[src/rtl/fifo_pkg.sv]
// Shared definitions for the programmable FIFO: read-mode constants and
// the occupancy counter width helper.
package fifo_pkg;

  localparam int FIFO_STD  = 0;
  localparam int FIFO_FWFT = 1;

  // Counter must represent 0..depth inclusive, hence one bit above the pointer width.
  function automatic int cnt_width(input int depth);
    return $clog2(depth) + 1;
  endfunction

endpackage

[src/rtl/fifo_mem.sv]
// FIFO storage: one synchronous write port and one read port that is
// registered in standard mode and combinational in first-word-fall-through mode.
module fifo_mem
  import fifo_pkg::*;
#(
  parameter int WIDTH = 16,
  parameter int DEPTH = 8,
  parameter int MODE  = FIFO_STD,
  parameter int AW    = $clog2(DEPTH)
) (
  input  logic             clk,
  input  logic             rst,
  input  logic             we,
  input  logic [AW-1:0]    waddr,
  input  logic [WIDTH-1:0] wdata,
  input  logic             re,
  input  logic [AW-1:0]    raddr,
  output logic [WIDTH-1:0] rdata
);

  logic [WIDTH-1:0] mem_q [DEPTH];

  // Array contents are deliberately not reset.
  always_ff @(posedge clk) begin
    if (we) begin
      mem_q[waddr] <= wdata;
    end
  end

  generate
    if (MODE == FIFO_FWFT) begin : g_fwft
      // re carries "FIFO not empty": the head is shown only while it is real data.
      assign rdata = (re && !rst) ? mem_q[raddr] : {WIDTH{1'b0}};
    end else begin : g_std
      logic [WIDTH-1:0] rdata_q;

      // Registered read of the head word; holds its value between reads.
      always_ff @(posedge clk) begin
        if (rst) begin
          rdata_q <= {WIDTH{1'b0}};
        end else if (re) begin
          rdata_q <= mem_q[raddr];
        end
      end

      assign rdata = rdata_q;
    end
  endgenerate

endmodule

[src/rtl/fifo_prog.sv]
// Programmable synchronous FIFO: pointers, occupancy counter, threshold flags
// and single-cycle status pulses around the fifo_mem storage block.
module fifo_prog
  import fifo_pkg::*;
#(
  parameter int FIFO_WIDTH = 16,
  parameter int FIFO_DEPTH = 8,
  parameter int AF_THRESH  = FIFO_DEPTH - 1,
  parameter int AE_THRESH  = 1,
  parameter int FWFT       = FIFO_STD
) (
  input  logic                             clk,
  input  logic                             rst,
  input  logic [FIFO_WIDTH-1:0]            data_in,
  input  logic                             wr_en,
  input  logic                             rd_en,
  output logic [FIFO_WIDTH-1:0]            data_out,
  output logic                             rd_valid,
  output logic                             wr_ack,
  output logic                             overflow,
  output logic                             underflow,
  output logic                             full,
  output logic                             empty,
  output logic                             almostfull,
  output logic                             almostempty,
  output logic [cnt_width(FIFO_DEPTH)-1:0] count
);

  localparam int AW = $clog2(FIFO_DEPTH);
  localparam int CW = cnt_width(FIFO_DEPTH);

  logic [AW-1:0] wr_ptr_q, wr_ptr_d;
  logic [AW-1:0] rd_ptr_q, rd_ptr_d;
  logic [CW-1:0] count_q, count_d;
  logic          wr_ack_q, wr_ack_d;
  logic          overflow_q, overflow_d;
  logic          underflow_q, underflow_d;
  logic          rd_valid_q, rd_valid_d;
  logic          rd_accept_s, wr_accept_s;
  logic          full_s, empty_s;

  assign full_s  = (count_q == CW'(FIFO_DEPTH));
  assign empty_s = (count_q == {CW{1'b0}});

  // A pop in the same cycle frees the slot, so a full FIFO still takes the write.
  assign rd_accept_s = rd_en && !empty_s;
  assign wr_accept_s = wr_en && (!full_s || rd_accept_s);

  // Next-state for pointers, occupancy and status pulses.
  always_comb begin
    wr_ptr_d    = wr_ptr_q;
    rd_ptr_d    = rd_ptr_q;
    count_d     = count_q;
    wr_ack_d    = wr_accept_s;
    overflow_d  = wr_en && !wr_accept_s;
    underflow_d = rd_en && !rd_accept_s;
    rd_valid_d  = rd_accept_s;
    if (wr_accept_s) begin
      wr_ptr_d = wr_ptr_q + AW'(1);
    end else begin
      wr_ptr_d = wr_ptr_q;
    end
    if (rd_accept_s) begin
      rd_ptr_d = rd_ptr_q + AW'(1);
    end else begin
      rd_ptr_d = rd_ptr_q;
    end
    case ({wr_accept_s, rd_accept_s})
      2'b10:   count_d = count_q + CW'(1);
      2'b01:   count_d = count_q - CW'(1);
      default: count_d = count_q;
    endcase
  end

  // State registers with synchronous reset.
  always_ff @(posedge clk) begin
    if (rst) begin
      wr_ptr_q    <= {AW{1'b0}};
      rd_ptr_q    <= {AW{1'b0}};
      count_q     <= {CW{1'b0}};
      wr_ack_q    <= 1'b0;
      overflow_q  <= 1'b0;
      underflow_q <= 1'b0;
      rd_valid_q  <= 1'b0;
    end else begin
      wr_ptr_q    <= wr_ptr_d;
      rd_ptr_q    <= rd_ptr_d;
      count_q     <= count_d;
      wr_ack_q    <= wr_ack_d;
      overflow_q  <= overflow_d;
      underflow_q <= underflow_d;
      rd_valid_q  <= rd_valid_d;
    end
  end

  fifo_mem #(
    .WIDTH (FIFO_WIDTH),
    .DEPTH (FIFO_DEPTH),
    .MODE  (FWFT)
  ) u_mem (
    .clk   (clk),
    .rst   (rst),
    .we    (wr_accept_s),
    .waddr (wr_ptr_q),
    .wdata (data_in),
    .re    ((FWFT == FIFO_FWFT) ? !empty_s : rd_accept_s),
    .raddr (rd_ptr_q),
    .rdata (data_out)
  );

  assign rd_valid    = (FWFT == FIFO_FWFT) ? !empty_s : rd_valid_q;
  assign wr_ack      = wr_ack_q;
  assign overflow    = overflow_q;
  assign underflow   = underflow_q;
  assign full        = full_s;
  assign empty       = empty_s;
  assign almostfull  = (count_q >= CW'(AF_THRESH));
  assign almostempty = (count_q <= CW'(AE_THRESH));
  assign count       = count_q;

endmodule

[config.mk]
export PLATFORM = sky130hd
export DESIGN_NAME = fifo_prog
export DESIGN_NICKNAME = d
export VERILOG_FILES = /design/src/rtl/fifo_pkg.sv /design/src/rtl/fifo_mem.sv /design/src/rtl/fifo_prog.sv
export SDC_FILE = /design/constraint.sdc
export NUM_CORES = 1
export LEC_CHECK = 0
export ABC_AREA = 1
export CAP_MARGIN = 20
export CORE_MARGIN = 2
export CORE_UTILIZATION = 46
export CTS_BUF_LIST = sky130_fd_sc_hd__clkbuf_8 sky130_fd_sc_hd__clkbuf_16
export CTS_CLUSTER_SIZE = 24
export DETAILED_ROUTE_END_ITERATION = 10
export DONT_BUFFER_PORTS = 1
export SETUP_SLACK_MARGIN = 0.05
export SYNTH_ARGS = -nofsm -noshare
export SYNTH_HDL_FRONTEND = slang
export SYNTH_SLANG_ARGS = --single-unit
[constraint.sdc]
create_clock -name clk -period 4.2 [get_ports clk]
set_input_delay 0.84 -clock clk [delete_from_list [all_inputs] [get_ports clk]]
set_output_delay 0.84 -clock clk [all_outputs]
set_load 0.005 [all_outputs]
==> key figures, run 1 <==
Clock network
  • Clk buf depth: 2
  • CTS Hold Bufs: 0
  • # Post-CTS Setup Buffers: 0
  • Total CTS buffers: 17
  • Reg clk slew, reported paths: 0.06 ns
  • Clock insertion delay at the later pin of the skew report: 0.43 ns
  • H-tree lvl count: 4
  • Post-cts resize count: 0
  • Root buf cell: clkbuf_16
  • CTS tree: yes
  • Clk sink count: 158

Logic synthesis
  • Most common cell in the synthesized netlist: nand2_1
  • EDFF count, synth: 128
  • Top FF cell, synth: edfxtp_1
  • Post-synthesis async set-or-reset flop share: 0%
  • Yosys reg bits: 158
  • Mapped Area: 6750 um^2
  • Avg Cell Area, Syn: 10.3 um^2
  • Mapped Cells: 657
  • Yosys top cell area share: 57.0%
  • Dominant cell type by area after synthesis: edfxtp_1
  • Top cells by area, synth: edfxtp_1 57%, nand2_1 10%, dfxtp_1 8.9%
  • Top post-synthesis cells by count: 187 x nand2_1, 128 x edfxtp_1, 109 x inv_1
  • Sequential area share after synthesis: 65.9%
  • Netlist cell types: 29
  • Net Count, Synth: 683
  • Synthesis Warnings: 0

Min path
  • Min-Delay Path Depth: 1
  • Min-delay src: rst
  • Hold/Removal Path Class: input pin to flop
  • Hold Path Sink: u_mem.rdata[0]

GRT
  • Vias in the first global route: 4331
  • Initial antenna violation count: 0
  • Total GRT Usage: 19.7%
  • First-pass GRT wire length: 23300 um
  • Total congestion overflow: 0
  • Pin count of the biggest net entering global routing: 67

STA
  • Slew at the pin with the worst max-slew slack: 1.03 ns
  • Fmax achieved: 381 MHz
  • Final hold viol count: 0
  • Slew Limit Fails: 0
  • RSZ-0062 raised after global routing: false
  • Crit share post-route: 62.5%
  • Max-slew headroom: 31.0%
  • Final min period: 2.63 ns
  • Clock Skew: 0.00555 ns
  • Post-Route Setup TNS: 0 ns
  • Final setup vio count: 0

Drt
  • Drc violations: 0
  • Post-DR vias/cell: 5.13
  • Via count: 4391
  • Initial DRC count: 421
  • Total detailed-routing wirelength: 15000 um
  • Wire length per cell: 17.6 um
  • Routed Antenna Nets: 0
  • Pre-antenna DRT Iters: 5

Setup path
  • Reg-to-reg startpoint: count[1]
  • Startpoint types: flop
  • R2R Setup Slk: 1.57 ns
  • Max incr delay on CP: 0.66 ns
  • Worst r2r dst: u_mem.mem_q[0][3]
  • Critical Path RT: 4.33 ns
  • CP Capture Type: flop
  • Crit Path Class: flop to flop
  • Most used cell, CP: inv_1
  • Slowest-stage cell, CP: nor2_1
  • Cell chain of the critical path: inv_1 -> ha_1 -> inv_1 -> nor3_4 -> nand2_2 -> nand2_4 -> inv_2 -> nand2_1 -> nor2_1 -> buf_4
  • Critical Path AT: 2.76 ns
  • Worst R2R Path Depth: 10
  • Peak fanout along the critical path: 9

Floorplan
  • Initial Util: 46.8%
  • Core region area: 14400 um^2
  • Chip width: 125 um
  • I/O pins: 48
  • DIE HEIGHT: 125 um
  • Row count: 44
  • Die area: 15700 um^2

Power
  • Power Dens Cells: 573 nW/um^2
  • Total power draw: 4.30 mW
  • Worst VDD drop: 286 uV
  • P_leak: 3.15 nW

Finish
  • Syn-to-layout area delta: 11.1%
  • Share of cells above drive strength 1: 10.6%
  • Ant. Diodes: 0
  • # fillers: 1265
  • Nets@finish: 685

Placed design
  • DP Wirelength: 8640 um
  • PortBufs: 0
  • RD Place Congestion: 0.758

Outcome
  • Status: completed

Flow run
  • MaxCap Viol Count: 0
critical path, delay by kind of cell (launching register included):
kind	cells	cell delay (ns)
adders and majority gates	1	0.26
buffers and inverters	4	0.64
DFF	1	0.42
and+or+nand+nor	5	1.00
power by group:
group          switching [mW]  internal [mW]
combinational           0.633          0.275
sequential             0.0758           1.80
clock                   0.591          0.920
kinds of logic (layout without fill, tap and decap cells):
| logic type | Yosys count | in the layout | synth area share [%] |
|---|---|---|---|
| compound gates | 33 | 33 | 2.98 |
| xor+xnor | 2 | 2 | 0.260 |
| fa+ha+maj | 6 | 6 | 1.11 |
| buf+inv | 145 | 160 | 9.03 |
| flops | 158 | 158 | 65.9 |
| simple gates | 313 | 313 | 20.8 |
placed cells by master (no fill, tap or decap):
master,instances
nand2_1,187
edfxtp_1,128
inv_1,114
nand3_1,88
dfxtp_1,29
clkbuf_16,19
nor2_1,18
a21oi_1,15
buf_4,11
nand3_2,10
a21oi_2,9
o21ai_0,7
inv_2,6
ha_1,6
clkbuf_8,3
clkinv_2,3
nand2_4,2
xor2_1,2
nor3_1,2
nand4_1,2
nand3_4,1
clkinv_4,1
nor3_4,1
nand2_2,1
o21a_1,1
o21ai_1,1
and3_1,1
inv_4,1
bufinv_16,1
buf_12,1
dfxtp_2,1
cell type report:
cell class                      instances  area (um^2)  area share [%]
Timing Repair Buffer                   12          103            1.37
Sequential cell                       158         4450            59.3
Clock inverter                         10         70.1           0.934
Clock buffer                           22          517            6.89
Tap cell                              184          230            3.07
Inverter                              116          440            5.87
Multi-Input combinational cell        354         1700            22.6
how the worst max path moves through the flow:
stage / from / end / slack [ns] / depth (start not counted)
floorplan: count[0] / u_mem.mem_q[0][0] / 1.92 / 9
global placement: count[0] / u_mem.mem_q[0][5] / 1.72 / 10
detailed placement: count[0] / u_mem.mem_q[0][5] / 1.58 / 10
CTS: count[0] / u_mem.mem_q[0][3] / 1.56 / 10
global route: count[0] / u_mem.mem_q[0][3] / 1.39 / 10
finish: count[1] / u_mem.mem_q[0][3] / 1.57 / 10
stage by stage:
step	utilization (%)	instance area, um^2	cells	setup WS [ns]	hold slack, ns
after floorplan	-	6750	657	1.92	0.461
after global placement	47.8	6890	823	1.72	0.476
after detailed placement	47.9	6910	824	1.58	0.477
after CTS	52.0	7500	856	1.56	0.456
after global routing	52.0	7500	856	1.39	0.454
final	52.0	7500	856	1.57	0.471
layer usage:
layer / part of all wire [%] / GRT usage, % / vias to the layer above
li1: - / - / 2126
met1: 46 / 26.2 / 2092
met2: 46 / 30.6 / 139
met3: 5.9 / 5.43 / 34
met4: 2.3 / 8.82 / 0
met5: 0 / 0 / -
sequential cells by signal, summed over array words and instances, names as in the netlist:
| register | cells |
|---|---|
| wr_ptr_q | 3 |
| count | 4 |
| rd_ptr_q | 3 |
| u_mem.rdata | 16 |
| u_mem.mem_q | 128 |
| wr_ack | 1 |
| rd_valid | 1 |
| overflow | 1 |
| underflow | 1 |
Note: power is estimated with default switching activity, not from simulation.
==> run 2: changes to the inputs <==
==> constraint.sdc (replaced) <==
create_clock -name clk -period 2.6 [get_ports clk]
set_input_delay 0.52 -clock clk [delete_from_list [all_inputs] [get_ports clk]]
set_output_delay 0.52 -clock clk [all_outputs]
set_load 0.005 [all_outputs]
==> key figures, run 2 (synthesis gave the netlist of run 1 again) <==
Setup path
  • Slowest-stage cell, CP: dfxtp_1
  • Critical Path AT: 2.60 ns
  • Worst r2r dst: count[3]
  • Cell chain of the critical path: inv_1 -> ha_1 -> inv_1 -> nor3_4 -> nand2_2 -> nand2_4 -> ha_1 -> nor2_1 -> nand4_1 -> nand2_1 -> o21ai_0 -> a21oi_1
  • CP bufs+invs: 2
  • Reg-to-reg startpoint: count[0]
  • Critical Path RT: 2.96 ns
  • CP Capture Type: flop
  • R2R Setup Slk: 0.36 ns
  • Startpoint types: flop
  • Max incr delay on CP: 0.44 ns
  • Peak fanout along the critical path: 6
  • Worst R2R Path Depth: 12
  • Crit Path Class: flop to flop
  • Top delay family on crit path: simple AND/OR/NAND/NOR gates

Clock network
  • # Post-CTS Setup Buffers: 0
  • Post-cts resize count: 0
  • Total CTS buffers: 17
  • Reg clk slew, reported paths: 0.06 ns
  • Clock insertion delay at the later pin of the skew report: 0.42 ns
  • H-tree lvl count: 4
  • Clk buf depth: 2
  • CTS Hold Bufs: 0
  • Clk sink count: 158
  • Root buf cell: clkbuf_16
  • CTS tree: yes

Finish
  • Commonest non-fill, non-tap cells in the layout: 187 x nand2_1, 128 x edfxtp_1, 112 x inv_1
  • Reg with most FFs: u_mem.mem_q
  • Ant. Diodes: 0
  • Final Cell Area: 7470 um^2
  • Final core occ: 51.8%
  • Largest register FFs: 128
  • Share of cells above drive strength 1: 10.8%
  • Nets@finish: 688
  • Most common cell after layout, fill and taps aside: nand2_1
  • Syn-to-layout area delta: 10.7%

Drt
  • Total detailed-routing wirelength: 13700 um
  • Drc violations: 0
  • Post-DR vias/cell: 5.04
  • Via count: 4331
  • Wire length per cell: 16.0 um
  • Initial DRC count: 313
  • Pre-antenna DRT Iters: 5
  • Routed Antenna Nets: 0

GRT
  • Total congestion overflow: 0
  • Initial antenna violation count: 0
  • Pin count of the biggest net entering global routing: 67
  • Vias in the first global route: 4169
  • Total GRT Usage: 18.4%
  • First-pass GRT wire length: 21800 um

Power
  • P_leak: 3.12 nW
  • Power Dens Cells: 898 nW/um^2
  • Worst VDD drop: 468 uV

Min path
  • Hold Path Sink: u_mem.rdata[14]
  • Hold/Removal Path Class: input pin to flop
  • Min-delay src: rst
  • Min-Delay Path Depth: 1

Outcome
  • Status: completed

Flow run
  • MaxCap Viol Count: 0

STA
  • Final setup vio count: 0
  • Clock Skew: 0.00903 ns
  • Final hold viol count: 0
  • Crit share post-route: 86.2%
  • RSZ-0062 raised after global routing: false
  • Post-Route Setup TNS: 0 ns
  • Final min period: 2.24 ns
  • Fmax achieved: 446 MHz
  • Max-slew headroom: 53.9%
  • Slew at the pin with the worst max-slew slack: 0.691 ns
  • Slew Limit Fails: 0

Floorplan
  • Chip width: 125 um
  • Core region area: 14400 um^2
  • Row count: 44
  • Die area: 15700 um^2
  • DIE HEIGHT: 125 um
  • Initial Util: 46.8%
  • I/O pins: 48

Placed design
  • Post-place instance area: 6920 um^2
  • RD Place Congestion: 0.793
  • DP Wirelength: 8090 um
  • PortBufs: 0
==> run 2: where the power goes <==
group | total [mW] | internal, mW | switching (mW)
Clock | 2.23 | 1.29 | 0.936
Sequential | 3.03 | 2.91 | 0.119
Combinational | 1.46 | 0.460 | 0.999
Total | 6.71 | 4.66 | 2.05
==> run 2: routing by layer <==
layer	GRT usage (%)	vias to the layer above	part of all wire (%)
met5	0	-	0
met4	7.71	0	2.1
met3	5.48	24	6.8
met2	29.6	138	48
met1	23.5	2037	43
li1	-	2132	-
==> run 2: how the worst max path moves through the flow <==
stage / startpoint / endpoint / slack [ns] / depth (start not counted)
finish: count[0] / count[3] / 0.36 / 12
global placement: count[0] / count[3] / 0.55 / 11
CTS: count[0] / count[3] / 0.36 / 12
detailed placement: count[0] / count[3] / 0.39 / 12
global route: count[0] / count[3] / 0.17 / 12
floorplan: count[0] / u_mem.mem_q[0][0] / 0.32 / 9
==> run 2: final cells by class <==
| class | instances | area (um^2) |
|---|---|---|
| fill | 1273 | 6950 |
| clock buffer | 17 | 425 |
| sequential | 158 | 4450 |
| inverter | 116 | 440 |
| clock inverter | 15 | 109 |
| tap | 184 | 230 |
| multi-input combinational | 354 | 1700 |
| timing repair buffer | 15 | 125 |
==> run 2: metrics by stage <==
stage               hold WS, ns  std cells  setup WS, ns  power, mW
finish                    0.146        859         0.358       6.71
global route              0.125        859         0.172       7.08
CTS                       0.129        858         0.364       6.75
detailed placement        0.472        826         0.391       4.52
global placement          0.472        826         0.548       4.47
floorplan                 0.461        657         0.316       4.24
